## src/rtl/std_fp_sdiv_pkg.sv

```systemverilog
// Shared types and sizing helpers for the signed fixed-point divider.
// Iteration count and counter width are derived from the operand geometry.
package std_fp_sdiv_pkg;

  typedef enum logic [1:0] {
    IDLE = 2'd0,
    RUN  = 2'd1,
    DONE = 2'd2
  } sdiv_state_t;

  // One quotient bit per cycle over the scaled dividend |left|<<FRACT_WIDTH.
  function automatic int sdiv_iter(input int width, input int fract_width);
    return width + fract_width;
  endfunction

  function automatic int sdiv_cnt_w(input int iter);
    return (iter > 1) ? $clog2(iter) : 1;
  endfunction

endpackage

```

## src/rtl/std_fp_udiv_core.sv

```systemverilog
// Unsigned restoring divider: WIDTH+FRACT_WIDTH cycles after start, fin pulses for one cycle.
// No backpressure: start is accepted whenever asserted and restarts any operation in flight.
// Quotient and remainder hold their final values until the next start.
module std_fp_udiv_core
  import std_fp_sdiv_pkg::*;
#(
  parameter int WIDTH       = 32,
  parameter int FRACT_WIDTH = 24
) (
  input  logic                               clk,
  input  logic                               reset,
  input  logic                               start,
  input  logic [WIDTH+FRACT_WIDTH-1:0]       dividend,
  input  logic [WIDTH-1:0]                   divisor,
  output logic [WIDTH+FRACT_WIDTH-1:0]       quotient,
  output logic [WIDTH-1:0]                   remainder,
  output logic                               fin
);

  localparam int ITER  = sdiv_iter(WIDTH, FRACT_WIDTH);
  localparam int CNT_W = sdiv_cnt_w(ITER);

  logic [ITER-1:0]  q_sr;
  logic [WIDTH-1:0] rem_r;
  logic [WIDTH-1:0] div_r;
  logic [CNT_W-1:0] cnt;
  logic             busy;

  logic [WIDTH:0]   trial;
  logic             ge;
  logic [WIDTH-1:0] diff;
  logic [WIDTH-1:0] rem_nxt;

  // The partial remainder stays below the divisor, so the trial value and
  // the difference both fit without an extra carry bit beyond WIDTH+1.
  always_comb begin
    trial   = {rem_r, q_sr[ITER-1]};
    ge      = (trial >= {1'b0, div_r});
    diff    = trial[WIDTH-1:0] - div_r;
    rem_nxt = ge ? diff : trial[WIDTH-1:0];
  end

  always_ff @(posedge clk or negedge reset) begin
    if (!reset) begin
      q_sr  <= '0;
      rem_r <= '0;
      div_r <= '0;
      cnt   <= '0;
      busy  <= 1'b0;
      fin   <= 1'b0;
    end else begin
      fin <= 1'b0;
      if (start) begin
        q_sr  <= dividend;
        rem_r <= '0;
        div_r <= divisor;
        cnt   <= '0;
        busy  <= 1'b1;
      end else if (busy) begin
        q_sr  <= {q_sr[ITER-2:0], ge};
        rem_r <= rem_nxt;
        if (cnt == CNT_W'(ITER - 1)) begin
          busy <= 1'b0;
          fin  <= 1'b1;
        end else begin
          cnt <= cnt + CNT_W'(1);
        end
      end
    end
  end

  assign quotient  = q_sr;
  assign remainder = rem_r;

endmodule

```

## src/rtl/std_fp_sdiv_pipe.sv

```systemverilog
// Signed fixed-point divider; done pulses ITER+1 cycles after go (ITER=WIDTH+FRACT_WIDTH).
// go is only sampled in IDLE; operands and go are ignored while busy.
// STD_FP_SDIV_SAT_EN selects saturation on overflow / divide-by-zero instead of wrap / zero.
module std_fp_sdiv_pipe
  import std_fp_sdiv_pkg::*;
#(
  parameter int WIDTH       = 32,
  parameter int INT_WIDTH   = 8,
  parameter int FRACT_WIDTH = 24
) (
  input  logic             clk,
  input  logic             reset,
  input  logic             go,
  input  logic [WIDTH-1:0] left,
  input  logic [WIDTH-1:0] right,
  output logic [WIDTH-1:0] out_quotient,
  output logic [WIDTH-1:0] out_remainder,
  output logic             done
);

  localparam int DW = sdiv_iter(WIDTH, FRACT_WIDTH);

  if (WIDTH != INT_WIDTH + FRACT_WIDTH) begin : g_cfg_err
    $error("std_fp_sdiv_pipe: WIDTH must equal INT_WIDTH + FRACT_WIDTH");
  end

  sdiv_state_t state, state_nxt;

  logic [WIDTH-1:0] lft_r;
  logic [WIDTH-1:0] rgt_r;
  logic             core_start;
  logic             core_fin;
  logic [DW-1:0]    q_mag;
  logic [WIDTH-1:0] r_mag;
  logic [WIDTH-1:0] abs_l;
  logic [WIDTH-1:0] abs_r;
  logic             q_neg;
  logic             div0;
  logic [WIDTH-1:0] q_low;
  logic [WIDTH-1:0] q_res;
  logic [WIDTH-1:0] rem_res;

  always_comb begin
    state_nxt = state;
    case (state)
      IDLE:    if (go) state_nxt = RUN;
      RUN:     if (core_fin) state_nxt = DONE;
      DONE:    state_nxt = IDLE;
      default: state_nxt = IDLE;
    endcase
  end

  assign core_start = (state == IDLE) && go;

  // Magnitudes are unsigned WIDTH bits so the most-negative operand is exact.
  assign abs_l = left[WIDTH-1]  ? -left  : left;
  assign abs_r = right[WIDTH-1] ? -right : right;

  std_fp_udiv_core #(
    .WIDTH       (WIDTH),
    .FRACT_WIDTH (FRACT_WIDTH)
  ) u_core (
    .clk       (clk),
    .reset     (reset),
    .start     (core_start),
    .dividend  ({abs_l, {FRACT_WIDTH{1'b0}}}),
    .divisor   (abs_r),
    .quotient  (q_mag),
    .remainder (r_mag),
    .fin       (core_fin)
  );

  assign q_neg   = lft_r[WIDTH-1] ^ rgt_r[WIDTH-1];
  assign div0    = (rgt_r == '0);
  assign q_low   = q_neg ? -q_mag[WIDTH-1:0] : q_mag[WIDTH-1:0];
  assign rem_res = div0 ? lft_r : (lft_r[WIDTH-1] ? -r_mag : r_mag);

`ifdef STD_FP_SDIV_SAT_EN
  localparam logic [WIDTH-1:0] MAX_POS = {1'b0, {(WIDTH-1){1'b1}}};
  localparam logic [WIDTH-1:0] MIN_NEG = {1'b1, {(WIDTH-1){1'b0}}};
  localparam logic [DW-1:0]    LIM_POS = {{FRACT_WIDTH{1'b0}}, MAX_POS};
  localparam logic [DW-1:0]    LIM_NEG = {{FRACT_WIDTH{1'b0}}, MIN_NEG};

  logic ovf;
  logic sat_pos;

  always_comb begin
    ovf     = q_neg ? (q_mag > LIM_NEG) : (q_mag > LIM_POS);
    // A zero divisor has no true sign, so the dividend's sign picks the rail.
    sat_pos = div0 ? !lft_r[WIDTH-1] : !q_neg;
    q_res   = (ovf || div0) ? (sat_pos ? MAX_POS : MIN_NEG) : q_low;
  end
`else
  logic unused_q_hi;

  assign unused_q_hi = ^q_mag[DW-1:WIDTH];
  assign q_res       = div0 ? '0 : q_low;
`endif

  always_ff @(posedge clk or negedge reset) begin
    if (!reset) begin
      state         <= IDLE;
      lft_r         <= '0;
      rgt_r         <= '0;
      out_quotient  <= '0;
      out_remainder <= '0;
    end else begin
      state <= state_nxt;
      if (core_start) begin
        lft_r <= left;
        rgt_r <= right;
      end
      if (state == RUN && core_fin) begin
        out_quotient  <= q_res;
        out_remainder <= rem_res;
      end
    end
  end

  assign done = (state == DONE);

endmodule

```

## config.mk

```make
export PLATFORM = sky130hd
export DESIGN_NAME = std_fp_sdiv_pipe
export DESIGN_NICKNAME = d
export VERILOG_FILES = /design/src/rtl/std_fp_sdiv_pkg.sv /design/src/rtl/std_fp_udiv_core.sv /design/src/rtl/std_fp_sdiv_pipe.sv
export SDC_FILE = /design/constraint.sdc
export NUM_CORES = 1
export LEC_CHECK = 0
export ABC_AREA = 1
export CORE_MARGIN = 5
export CORE_UTILIZATION = 55
export DETAILED_ROUTE_END_ITERATION = 6
export MAX_ROUTING_LAYER = met4
export PLACE_DENSITY = 0.8
export SLEW_MARGIN = 25
export SYNTH_ARGS = -nofsm -noshare
export SYNTH_HDL_FRONTEND = slang
export SYNTH_HIERARCHICAL = 1
export SYNTH_SLANG_ARGS = --single-unit
```

## constraint.sdc

```tcl
create_clock -name clk -period 4.74 [get_ports clk]
set_input_delay 0.948 -clock clk [delete_from_list [all_inputs] [get_ports clk]]
set_output_delay 0.948 -clock clk [all_outputs]
set_load 0.01 [all_outputs]
```

After elaboration in Yosys (flattened, before gate mapping)
Cells that the tools add are included.
Widths: inputs -> output; s select.
- $add $sub $neg: 6
- multiply operators: 0
- div/mod/pow operators: 0
- magnitude comparators: 1
- eq/ne operators: 6
- shift operators: 0
- mux-type cells: 23
- bitwise operators: 1
- reductions and logical operators: 7
- operator list (kind ; count):
    $mux 32 ; 9
    $neg 32->32 ; 4
    $mux 56 ; 2
    $ge 33x32->1 ; 1
    $logic_not 32->1 ; 1
    $sub 32x32->32 ; 1
    $mux 6 ; 3
    $add 6x1->6 const B ; 1
    $eq 6x6->1 const B ; 1
    $mux 1 ; 6
    $mux 2 ; 2
    $ne 2x2->1 const B ; 2
    $pmux 2 s2 ; 1
    $reduce_and 2->1 ; 2
    $eq 2x1->1 const B ; 1
    $eq 2x2->1 const B ; 1
    $logic_and 1x1->1 ; 2
    $logic_not 2->1 ; 1
    $ne 2x1->1 const B ; 1
    $reduce_bool 2->1 ; 1
    $xor 1x1->1 ; 1
- register bits after elaboration: 258
- bits in latches: 0
- memory bits (writable): 0
- bits in read-only memories: 0
- output and inout port bits: 65
- word-level logic and storage cells: 55
- memories: 0

Longest topological paths before layout
Gate-level depths: netlist of run 1.
- word-level depth: 4
- depth in mapped cells: 17
- mapped depth without buffers: 16

Hierarchy
The synthesis of run 1 kept the hierarchy.
- by module, submodules not included (module ; instances ; cells an instance ; area each (µm²)):
    std_fp_sdiv_pipe ; 1 ; 1346 ; 8843.5
    std_fp_udiv_core ; 1 ; 1167 ; 8140.3

Worst setup path after synthesis of run 1
No wires, ideal clock.
- path type: input to register
- start: input go
- end: register u_core.cnt[1]
- library setup time: 122 ps
- arrival time: 2464 ps
- slack: 2154 ps
- cell stages on the path: 8
- cell sequence: nand2_1 -> nor2_4 -> clkbuf_1 -> clkbuf_1 -> nor2_1 -> buf_2 -> buf_2 -> a32o_1
- word-level cells in the longest chain between the ends: 3
- elaborated cells between the ends (all ways): 5
- those cells by class: 1 x eq/ne; 1 x mux; 3 x reduce/logical
- RTL lines (what ; RTL line ; source):
    start, declared ; std_fp_sdiv_pipe.sv:13 ; input logic go,
    $logic_and 1x1->1 * ; std_fp_sdiv_pipe.sv:53 ; assign core_start = (state == IDLE) && go;
    net core_start ; std_fp_sdiv_pipe.sv:31 ; logic core_start;
    $ne 2x2->1 (no line) or $reduce_bool 2->1 (tied branches) ; n/a ;
    $reduce_and 2->1 (no line) ; n/a ;
    end signal, assigned ; std_fp_udiv_core.sv:66 ; cnt <= cnt + CNT_W'(1);
    end, declared ; std_fp_udiv_core.sv:26 ; logic [CNT_W-1:0] cnt;
The timed path passes the listed nets; every way through them passes the cells marked *.
A chain may end at the register's enable or synchronous reset.

Final worst setup path of run 1
- start: input go
- end: register u_core.cnt[4]
- word-level cells in the longest chain between the ends: 3
- elaborated cells between the ends (all ways): 5
- those cells by class: 1 x eq/ne; 1 x mux; 3 x reduce/logical
- RTL lines (what ; RTL line):
    $logic_and 1x1->1 * ; std_fp_sdiv_pipe.sv:53
    $ne 2x2->1 (no line) or $reduce_bool 2->1 (tied branches) ; n/a
    $reduce_and 2->1 (no line) ; n/a
Every way passes the cells marked *; elsewhere a longest branch is shown, timed or not.

==> results.sh, run 1 <==
export IMPL_outcome="completed"
export IMPL_switchingPower_uw=1063
export IMPL_place_hpwl_um=41190
export IMPL_fin_crit_ps=3242
export IMPL_portBuffers=131
export IMPL_syn_area_um2=16980
export IMPL_grt_overflow=0
export IMPL_cts_resized=0
export IMPL_grt_pass1_vias=15770
export IMPL_nets=2733
export IMPL_fin_crit_sh_pct=68.41
export IMPL_power_static_leakage_uw=0.01010
export IMPL_clkSinkCount=258
export IMPL_worst_slew_pin_slew_ps=923.4
export IMPL_drive_gt1_share_pct=4.192
export IMPL_async_flop_share_pct=100.0
export IMPL_maxCapViolCount=0
export IMPL_grt_max_degree=109
export IMPL_postRouteAntennaNets=0
export IMPL_cts_tree="built"
export IMPL_yosysWarnings=6
export IMPL_max_freq_mhz=308.4
export IMPL_ff_latch_area_um2=6457
export IMPL_holdBufCountCts=0
export IMPL_ys_ff_latch=258
export IMPL_post_dp_cell_area_um2=18630
export IMPL_startpoint="go"
export IMPL_drt_vias_per_instance=5.480
export IMPL_cts_setup_buffers=0
export IMPL_antennaDiodeCount=0
export IMPL_row_count=64
export IMPL_synth_cell_type_count=48
export IMPL_die_w_um=185.7
export IMPL_cp_start_kind="primary input"
export IMPL_power_frac_comb_pct=5.8
export IMPL_fp_dieH_um=185.7
export IMPL_area_delta_synth_final_pct=15.07
export IMPL_drc=0
export IMPL_setup_tns_ps=0
export IMPL_clockBufferDepth=3
export IMPL_root_buffer="clkbuf_16"
export IMPL_syn_inst=2513
export IMPL_power_per_cell_area_nw_per_um2=235.8
export IMPL_core_um2=30510
export IMPL_start_util_pct=55.67
export IMPL_clock_latency_ps=550
export IMPL_cts_max_level=1
export IMPL_drv_slew=0
export IMPL_crit_arrival_ps=3720
export IMPL_fin_skew_ps=10.21
export IMPL_setup_violations_final=0
export IMPL_hold_violations=0
export IMPL_reg2reg_from="u_core/remainder[20]$_DFFE_PN0P_"
export IMPL_syn_area_per_cell_um2=6.758
export IMPL_switching_share_pct=23.07
export IMPL_whs_ps=399.1
export IMPL_pwr_share_seq_pct=47.8
export IMPL_clkTransAtPathRegs_ps=60
export IMPL_synth_main_ff_cell="dfrtp_1"
export IMPL_avgRoutedWirePerCell_um=17.41
export IMPL_grt_pass1_wl_um=83690
export IMPL_synth_edf_count=0
export IMPL_min_path_type="in -> async"
export IMPL_firstDrtPassIters=5
export IMPL_rsz0062_at_grt="false"
export IMPL_peakVddDrop_uv=292.9
export IMPL_drtIter0Drc=1372
export IMPL_stdcell_area_um2=19540
export IMPL_crit_path_end_kind="register"
export IMPL_critPathKind="in -> reg"
export IMPL_p_int_uw=3545
export IMPL_die_area_um2=34490
export IMPL_p_clk_share_pct=46.4
export IMPL_grt_usage_pct=31.20
export IMPL_relSlewSlack_pct=38.35
export IMPL_cp_max_fo=36
export IMPL_vias=16680
export IMPL_yosysSeqAreaShare_pct=38.01
export IMPL_gp_congestion=0.9499
export IMPL_design_portCount=132
export IMPL_antenna_found_initial=0
export IMPL_cts_buffers=28
export IMPL_fill_cells=2784
export IMPL_multi_input_area_um2=8846
export IMPL_critPathRequiredTime_ps=5220
export IMPL_drt_total_wl_um=52990
critical path: stages:
cell	delay (ps)
clkdlybuf4s50_1	460
nand2_1	80
nor2_4	460
nor2_1	110
buf_4	260
inv_2	550
nand2_1	220
inv_1	150
nand3_1	110
o21ai_0	170
nand2_1	70
nor2_1	80
layer usage:
metal / up-vias / GRT usage, % / share of wire (%)
met3: 98 / 3.420 / 6.4
met4: 0 / 9.006 / 3.2
met2: 598 / 49.89 / 46
li1: 8192 / - / -
met1: 7792 / 42.43 / 44
met5: - / - / 0
cells by family (layout without fill, tap and decap cells):
logic type	count (synthesis)	count (layout)	share of synthesized area (%)
and+or+nand+nor	1343	1343	33.00
buffers and inverters	453	565	10.45
AOI/OAI and AO/OA	342	342	11.65
DFF	258	258	38.01
xor gates and xnor gates	78	78	4.022
adders and majority gates	38	38	2.844
other	1	24	0.02208
Yosys cell counts (3+ instances only):
library cell	number	area, µm²
inv_2	8	30.03
buf_6	6	67.56
nand3b_1	9	67.56
nand2_4	3	33.78
clkbuf_1	54	202.7
ha_1	37	462.9
xnor2_1	22	192.7
o21ai_1	32	160.2
buf_1	6	22.52
nand3_2	3	30.03
and2_1	6	37.54
xor2_1	56	490.5
o211ai_1	4	30.03
o21bai_1	3	22.52
nand2_1	839	3149
a21oi_1	39	195.2
nor2_4	5	56.30
nor2_1	209	784.5
o21ai_0	197	986.0
nand3_1	182	910.9
dfrtp_1	258	6456
inv_1	360	1351
nand4_1	41	256.5
nand2_2	9	56.30
nor2_2	7	43.79
or2_2	4	25.02
o221ai_1	52	455.4
buf_2	16	80.08
nor3_1	20	100.1
per-stage QoR:
| step | setup slack (ps) | util, % | std cells | power (µW) |
|---|---|---|---|---|
| global placement | 1047 | 61.05 | 2994 | 2509 |
| global route | 1233 | 64.05 | 3044 | 4759 |
| floorplan | 2154 | - | 2536 | 2346 |
| detailed placement | 975.1 | 61.05 | 2994 | 2508 |
| CTS | 1527 | 64.05 | 3044 | 4626 |
| finish | 1498 | 64.05 | 3044 | 4608 |
state kept, by name, indices dropped and copies added, names as in the netlist:
| signal | cells |
|---|---|
| state | 2 |
| u_core/remainder | 32 |
| u_core/cnt | 6 |
| out_quotient | 32 |
| u_core/fin | 1 |
| lft_r | 32 |
| u_core/busy | 1 |
| out_remainder | 32 |
| u_core/quotient | 56 |
| rgt_r | 32 |
| u_core/div_r | 32 |
power by group through the flow:
stage | Sequential (µW) | Clock (µW) | Combinational [µW]
CTS | 2200 | 2160 | 267
global placement | 2240 | 0 | 267
detailed placement | 2240 | 0 | 265
global route | 2200 | 2260 | 296
floorplan | 2240 | 0 | 103
finish | 2200 | 2140 | 266
cells in the final DEF, fill, tap and decap left out, types with 9 or more instances in the layout:
cell / count
o21ai_0: 197
nand4_1: 41
xnor2_1: 22
nand2_1: 839
o221ai_1: 52
nor3_1: 20
ha_1: 37
o21ai_1: 32
clkbuf_16: 28
inv_1: 359
nand3_1: 181
nand3b_1: 9
clkdlybuf4s50_1: 130
nor2_1: 208
xor2_1: 56
buf_4: 14
a21oi_1: 39
nand2_2: 9
conb_1: 24
dfrtp_1: 257
worst paths after layout:
| path | slack (ps) | end | cells past startpoint |
|---|---|---|---|
| min in group clk | 480 | out_remainder[28]$_DFFE_PN0P_ | 2 |
| worst min register to register | 480 | out_remainder[28]$_DFFE_PN0P_ | 2 |
| worst max-delay path | 1500 | u_core/cnt[4]$_DFFE_PN0P_ | 12 |
| worst min-delay path | 400 | out_remainder[30]$_DFFE_PN0P_ | 1 |
| worst max register to register | 1540 | u_core/remainder[26]$_DFFE_PN0P_ | 13 |
| max in group asynchronous | 3330 | lft_r[31]$_DFFE_PN0P_ | 2 |
cell type report:
| class | count | area share, % |
|---|---|---|
| inverters | 369 | 7.107 |
| clock inverters | 10 | 0.4994 |
| multi-input cells | 1825 | 45.27 |
| repair buffers | 146 | 7.376 |
| clock buffers | 40 | 4.174 |
| flip-flops and latches | 258 | 33.04 |
| well taps | 396 | 2.535 |
Power figures use the tool's default switching activity.
==> run 2, diff against run 1 <==
--- a/config.mk
+++ b/config.mk
@@ -7,10 +7,10 @@
 export LEC_CHECK = 0
 export ABC_AREA = 1
 export CORE_MARGIN = 5
-export CORE_UTILIZATION = 55
+export CORE_UTILIZATION = 54
 export DETAILED_ROUTE_END_ITERATION = 6
 export MAX_ROUTING_LAYER = met4
-export PLACE_DENSITY = 0.8
+export PLACE_DENSITY = 0.82
 export SLEW_MARGIN = 25
 export SYNTH_ARGS = -nofsm -noshare
 export SYNTH_HDL_FRONTEND = slang
==> constraint.sdc (replaced) <==
create_clock -name clk -period 2.9 [get_ports clk]
set_input_delay 0.58 -clock clk [delete_from_list [all_inputs] [get_ports clk]]
set_output_delay 0.58 -clock clk [all_outputs]
set_load 0.01 [all_outputs]
==> run 2 against run 1 <==
  * Via count increased by 0.21%
  * Worst hold slack improved by 75 ps
  * Clock skew about the same
  * Utilization decreased by 1.0 points
  * Wire length decreased by 1.6%
  * Design area increased by 1.0%
  * Sequential share of layout area decreased by 0.33 points
  * Final cell count increased by 0.99%
  * Power increased by 63%
  * Global-route usage decreased by 1.1 points
  * Flip-flop and latch count unchanged
  * Critical endpoint is now u_core/remainder[22]$_DFFE_PN0P_
==> results.sh, run 2 (synthesis results as in run 1) <==
export IMPL_outcome="completed"
export IMPL_drt_total_wl_um=52120
export IMPL_rsz0062_at_grt="false"
export IMPL_hold_violations=0
export IMPL_postRouteAntennaNets=0
export IMPL_fin_crit_sh_pct=90.10
export IMPL_pwr_share_seq_pct=47.9
export IMPL_drc=0
export IMPL_instances_no_fill=3074
export IMPL_row_count=65
export IMPL_avgRoutedWirePerCell_um=16.96
export IMPL_clkTransAtPathRegs_ps=60
export IMPL_drtIter0Drc=1378
export IMPL_start_util_pct=54.24
export IMPL_cts_tree="built"
export IMPL_worst_slew_pin_slew_ps=955.8
export IMPL_drt_vias_per_instance=5.438
export IMPL_setup_violations_final=0
export IMPL_clkSinkCount=258
export IMPL_switchingPower_uw=1751
export IMPL_crit_path_end_kind="register"
export IMPL_cts_buffers=29
export IMPL_p_int_uw=5766
export IMPL_area_delta_synth_final_pct=16.21
export IMPL_dp_cells=3021
export IMPL_clockBufferDepth=3
export IMPL_portBuffers=131
export IMPL_reg2reg_from="u_core/remainder[22]$_DFFE_PN0P_"
export IMPL_min_path_type="reg -> reg"
export IMPL_relSlewSlack_pct=36.28
export IMPL_drive_gt1_share_pct=4.716
export IMPL_power_static_leakage_uw=0.01022
export IMPL_core_um2=31310
export IMPL_hp_start="out_quotient[27]$_DFFE_PN0P_"
export IMPL_maxCapViolCount=0
export IMPL_power_per_cell_area_nw_per_um2=380.8
export IMPL_antenna_found_initial=0
export IMPL_cp_max_fo=31
export IMPL_switching_share_pct=23.29
export IMPL_place_hpwl_um=41000
export IMPL_cp_start_kind="register"
export IMPL_grt_overflow=0
export IMPL_root_buffer="clkbuf_16"
export IMPL_final_common_cell="nand2_1"
export IMPL_critPathKind="reg -> reg"
export IMPL_power_frac_comb_pct=5.8
export IMPL_fill_cells=2889
export IMPL_r2r_end="u_core/remainder[22]$_DFFE_PN0P_"
export IMPL_drv_slew=0
export IMPL_die_w_um=187.3
export IMPL_grt_max_degree=98
export IMPL_cts_max_level=1
export IMPL_fin_skew_ps=10.68
export IMPL_crit_arrival_ps=3120
export IMPL_antennaDiodeCount=0
export IMPL_final_cell_mix="nand2_1, inv_1, dfrtp_1"
export IMPL_clock_latency_ps=570
export IMPL_holdPathEnd="out_quotient[27]$_DFFE_PN0P_"
export IMPL_rr_worst_depth=13
export IMPL_nets=2756
export IMPL_die_area_um2=35100
export IMPL_fin_crit_ps=2613
export IMPL_grt_pass1_vias=15830
export IMPL_whs_ps=473.7
export IMPL_cts_resized=0
export IMPL_critPathRequiredTime_ps=3410
export IMPL_p_clk_share_pct=46.3
export IMPL_holdPathStages=2
export IMPL_peakVddDrop_uv=441.7
export IMPL_cts_setup_buffers=0
export IMPL_ff_latch_area_um2=6456
export IMPL_multi_input_area_um2=8846
export IMPL_grt_usage_pct=30.09
export IMPL_design_portCount=132
export IMPL_gp_congestion=0.9788
export IMPL_grt_pass1_wl_um=83900
export IMPL_setup_tns_ps=0
export IMPL_largest_reg_flops=56
export IMPL_vias=16720
export IMPL_fp_dieH_um=187.3
export IMPL_rrSetupSlack_ps=290
export IMPL_max_freq_mhz=382.7
export IMPL_firstDrtPassIters=5
run 2: cell count changes in the layout (fill, tap and decap cells not counted), sizes merged:
cell,before,now
bufinv,1,0
inv,368,369
clkinvlp,3,0
clkinv,7,5
clkbuf,40,47
buf,16,37
dlygate4sd3,0,1
run 2: power groups by stage:
stage	logic, µW	clock network (µW)	registers [µW]
after floorplan	169	0	3670
after global placement	436	0	3670
after detailed placement	436	0	3670
after CTS	440	3540	3600
after global routing	491	3720	3600
final	437	3480	3600
run 2: stage by stage:
stage / utilization [%] / instance area [µm²] / power [µW] / worst slack, ps
floorplan: - / 17070 / 3835 / 682.0
global route: 63.04 / 19740 / 7810 / 61.59
CTS: 63.03 / 19740 / 7581 / 320.3
detailed placement: 60.14 / 18830 / 4102 / 124.3
finish: 63.04 / 19740 / 7517 / 287.1
global placement: 60.14 / 18830 / 4101 / 198.5
run 2: critical path, stage by stage (launching register included):
cell	delay, ps
dfrtp_1	520
ha_1	480
nand2_1	120
nor2_2	130
nand2_1	90
nor2_2	180
nand2_1	90
nand2_1	110
nor2_4	50
nand2_4	300
nand2_2	230
nand2_1	120
nand2_1	60
nand2_1	60
run 2: cell type report:
cell class | instances | share of cell area (%)
tap | 402 | 2.548
inverter | 369 | 7.036
clock buffer | 47 | 4.323
clock inverter | 5 | 0.2219
sequential | 258 | 32.71
multi-input combinational | 1825 | 44.82
timing repair buffer | 168 | 8.342
run 2: worst max path at each step:
stage,startpoint,endpoint,cells after the start
final,u_core/remainder[22]$_DFFE_PN0P_,u_core/remainder[22]$_DFFE_PN0P_,13
after global routing,u_core/remainder[24]$_DFFE_PN0P_,u_core/remainder[22]$_DFFE_PN0P_,13
after CTS,u_core/remainder[4]$_DFFE_PN0P_,u_core/remainder[22]$_DFFE_PN0P_,13
after detailed placement,left[0],u_core/quotient[54]$_DFFE_PN0P_,12
after global placement,left[0],u_core/quotient[54]$_DFFE_PN0P_,12
after floorplan,go,u_core/cnt[1]$_DFFE_PN0P_,8
run 2: metal layers:
layer  up-vias  global-route usage, %  wire, µm
met4         0                  8.532      1599
met5         -                      -         0
met2       551                  49.76     24840
met3        98                  2.986      2811
met1      7846                  39.76     22880
li1       8220                      -         -
run 2: what timing repair did:
item                                    in CTS  in global routing
endpoints found under the hold margin       10                  0
endpoints found under the setup margin       0                  0
hold buffers                                 1                  0
==> run 3, diff against run 2 <==
--- a/config.mk
+++ b/config.mk
@@ -7,10 +7,11 @@
 export LEC_CHECK = 0
 export ABC_AREA = 1
 export CORE_MARGIN = 5
-export CORE_UTILIZATION = 54
+export CORE_UTILIZATION = 55
 export DETAILED_ROUTE_END_ITERATION = 6
+export GPL_TIMING_DRIVEN = 1
 export MAX_ROUTING_LAYER = met4
-export PLACE_DENSITY = 0.82
+export PLACE_DENSITY = 0.8
 export SLEW_MARGIN = 25
 export SYNTH_ARGS = -nofsm -noshare
 export SYNTH_HDL_FRONTEND = slang
==> constraint.sdc (replaced) <==
create_clock -name clk -period 2.43 [get_ports clk]
set_input_delay 0.486 -clock clk [delete_from_list [all_inputs] [get_ports clk]]
set_output_delay 0.486 -clock clk [all_outputs]
set_load 0.01 [all_outputs]
==> run 3 against run 2 <==
  * Global-route usage grew 0.42 points
  * Via count grew 3.2%
  * Clock skew grew 6.9 ps
  * Highest routed layer unchanged
  * Setup slack lost 130 ps
  * Largest power group is now the clock network
  * Worst hold slack lost 44 ps
==> results.sh, run 3 (synthesis results as in run 1) <==
export IMPL_critPathRequiredTime_ps=2860
export IMPL_drt_vias_per_instance=5.458
export IMPL_critPathKind="reg -> reg"
export IMPL_power_per_cell_area_nw_per_um2=449.2
export IMPL_final_common_cell="nand2_1"
export IMPL_min_path_type="in -> async"
export IMPL_fin_crit_sh_pct=93.74
export IMPL_row_count=64
export IMPL_die_area_um2=34490
export IMPL_setup_tns_ps=0
export IMPL_rr_worst_depth=15
export IMPL_grt_usage_pct=30.51
export IMPL_grt_pass1_vias=16170
export IMPL_crit_arrival_ps=2710
export IMPL_largest_reg_flops=56
export IMPL_postRouteAntennaNets=0
export IMPL_cp_start_kind="register"
export IMPL_drive_gt1_share_pct=8.611
export IMPL_clock_latency_ps=560
export IMPL_core_um2=30510
export IMPL_area_delta_synth_final_pct=21.45
export IMPL_max_freq_mhz=439.0
export IMPL_met3_usage_pct=3.303
export IMPL_stdcell_area_um2=20630
export IMPL_cts_buffers=28
export IMPL_portBuffers=131
export IMPL_firstDrtPassIters=6
export IMPL_final_util_pct=67.61
export IMPL_top_usage_layer="met2"
export IMPL_hold_violations=0
export IMPL_instances_no_fill=3160
export IMPL_relSlewSlack_pct=55.06
export IMPL_peakVddDrop_uv=545.7
export IMPL_dp_cells=3108
export IMPL_drtIter0Drc=1620
export IMPL_avgRoutedWirePerCell_um=16.38
export IMPL_clockBufferDepth=3
export IMPL_fin_skew_ps=17.58
export IMPL_cts_setup_buffers=0
export IMPL_maxCapViolCount=0
export IMPL_post_dp_cell_area_um2=19580
export IMPL_nets=2848
export IMPL_cts_max_level=1
export IMPL_setup_violations_final=0
export IMPL_outcome="completed"
export IMPL_crit_path_end_kind="register"
export IMPL_antenna_found_initial=0
export IMPL_drc=0
export IMPL_clkSinkCount=258
export IMPL_grt_max_degree=88
export IMPL_die_w_um=185.7
export IMPL_grt_overflow=0
export IMPL_drv_slew=0
export IMPL_clkTransAtPathRegs_ps=60
export IMPL_root_buffer="clkbuf_16"
export IMPL_design_portCount=132
export IMPL_worst_slew_pin_slew_ps=667.0
export IMPL_antennaDiodeCount=0
export IMPL_start_util_pct=55.67
export IMPL_cts_tree="built"
export IMPL_place_hpwl_um=40850
export IMPL_final_cell_mix="nand2_1, inv_1, dfrtp_1"
export IMPL_cp_max_fo=4
export IMPL_drt_total_wl_um=51750
export IMPL_met2_usage_pct=47.98
export IMPL_fin_crit_ps=2278
export IMPL_grt_pass1_wl_um=82670
export IMPL_vias=17250
export IMPL_power_static_leakage_uw=0.01076
export IMPL_gp_congestion=0.9972
export IMPL_gr_usage_met1_pct=42.07
export IMPL_whs_ps=429.8
export IMPL_fp_dieH_um=185.7
run 3: changes by cell type in the layout (fill, tap and decap cells not counted), moves of 3 or more:
cell       delta
buf_12        +5
buf_4        +86
bufinv_16     +3
clkbuf_1      -9
ha_1          -3
run 3: metrics by stage:
stage	total power, µW	worst slack, ps
2_1_floorplan	4577	306.0
3_3_place_gp	4937	-110.2
3_5_place_dp	4937	-164.4
4_1_cts	9316	22.84
5_1_grt	9567	-10.73
6_report	9267	152.1
run 3: per-layer routing:
| metal | up-vias | share of wire [%] |
|---|---|---|
| met5 | - | 0 |
| met4 | 0 | 3.2 |
| met3 | 110 | 6.9 |
| met2 | 671 | 46 |
| met1 | 8038 | 44 |
| li1 | 8427 | - |
run 3: timing repair:
action | in CTS | in global routing
gates resized for setup | 0 | 16
hold buffers | 1 | 0
hold endpoints to repair | 38 | 0
setup endpoints to repair | 0 | 30
run 3: layout make-up:
cell class,count,area [µm²]
clock buffers,37,794.5
fillers,2703,9882
flip-flops and latches,258,6457
well taps,396,495.5
clock inverters,14,170.2
repair buffers,261,2419
multi-input cells,1825,8904
inverters,369,1388
run 3: where the power goes:
part	leakage (µW)	switching (µW)	internal (µW)
logic	0.00735	344	228
registers	0.00294	0	4300
clock network	0.000477	1780	2620
run 3: path summary, 6_finish.rpt:
kind / startpoint / endpoint / slack, ps
min: reset / out_remainder[31]$_DFFE_PN0P_ / 430
max reg2reg: u_core/quotient[55]$_DFFE_PN0P_ / u_core/remainder[24]$_DFFE_PN0P_ / 150
min in group clk: out_quotient[27]$_DFFE_PN0P_ / out_quotient[27]$_DFFE_PN0P_ / 470
max: u_core/quotient[55]$_DFFE_PN0P_ / u_core/remainder[24]$_DFFE_PN0P_ / 150
min reg2reg: out_quotient[27]$_DFFE_PN0P_ / out_quotient[27]$_DFFE_PN0P_ / 470
max in group asynchronous: reset / u_core/remainder[0]$_DFFE_PN0P_ / 1300
run 3: critical path, cell delays in order, from the launching register on:
cell	delay, ps
dfrtp_1	320
inv_1	70
ha_1	280
fa_2	390
inv_1	90
nand3_1	80
nand3_2	140
nand2_1	60
nand2_1	160
nand2_1	100
nand3_1	90
nand2_1	50
nand2_1	120
nand2_1	70
nand3_1	80
nand2_1	50
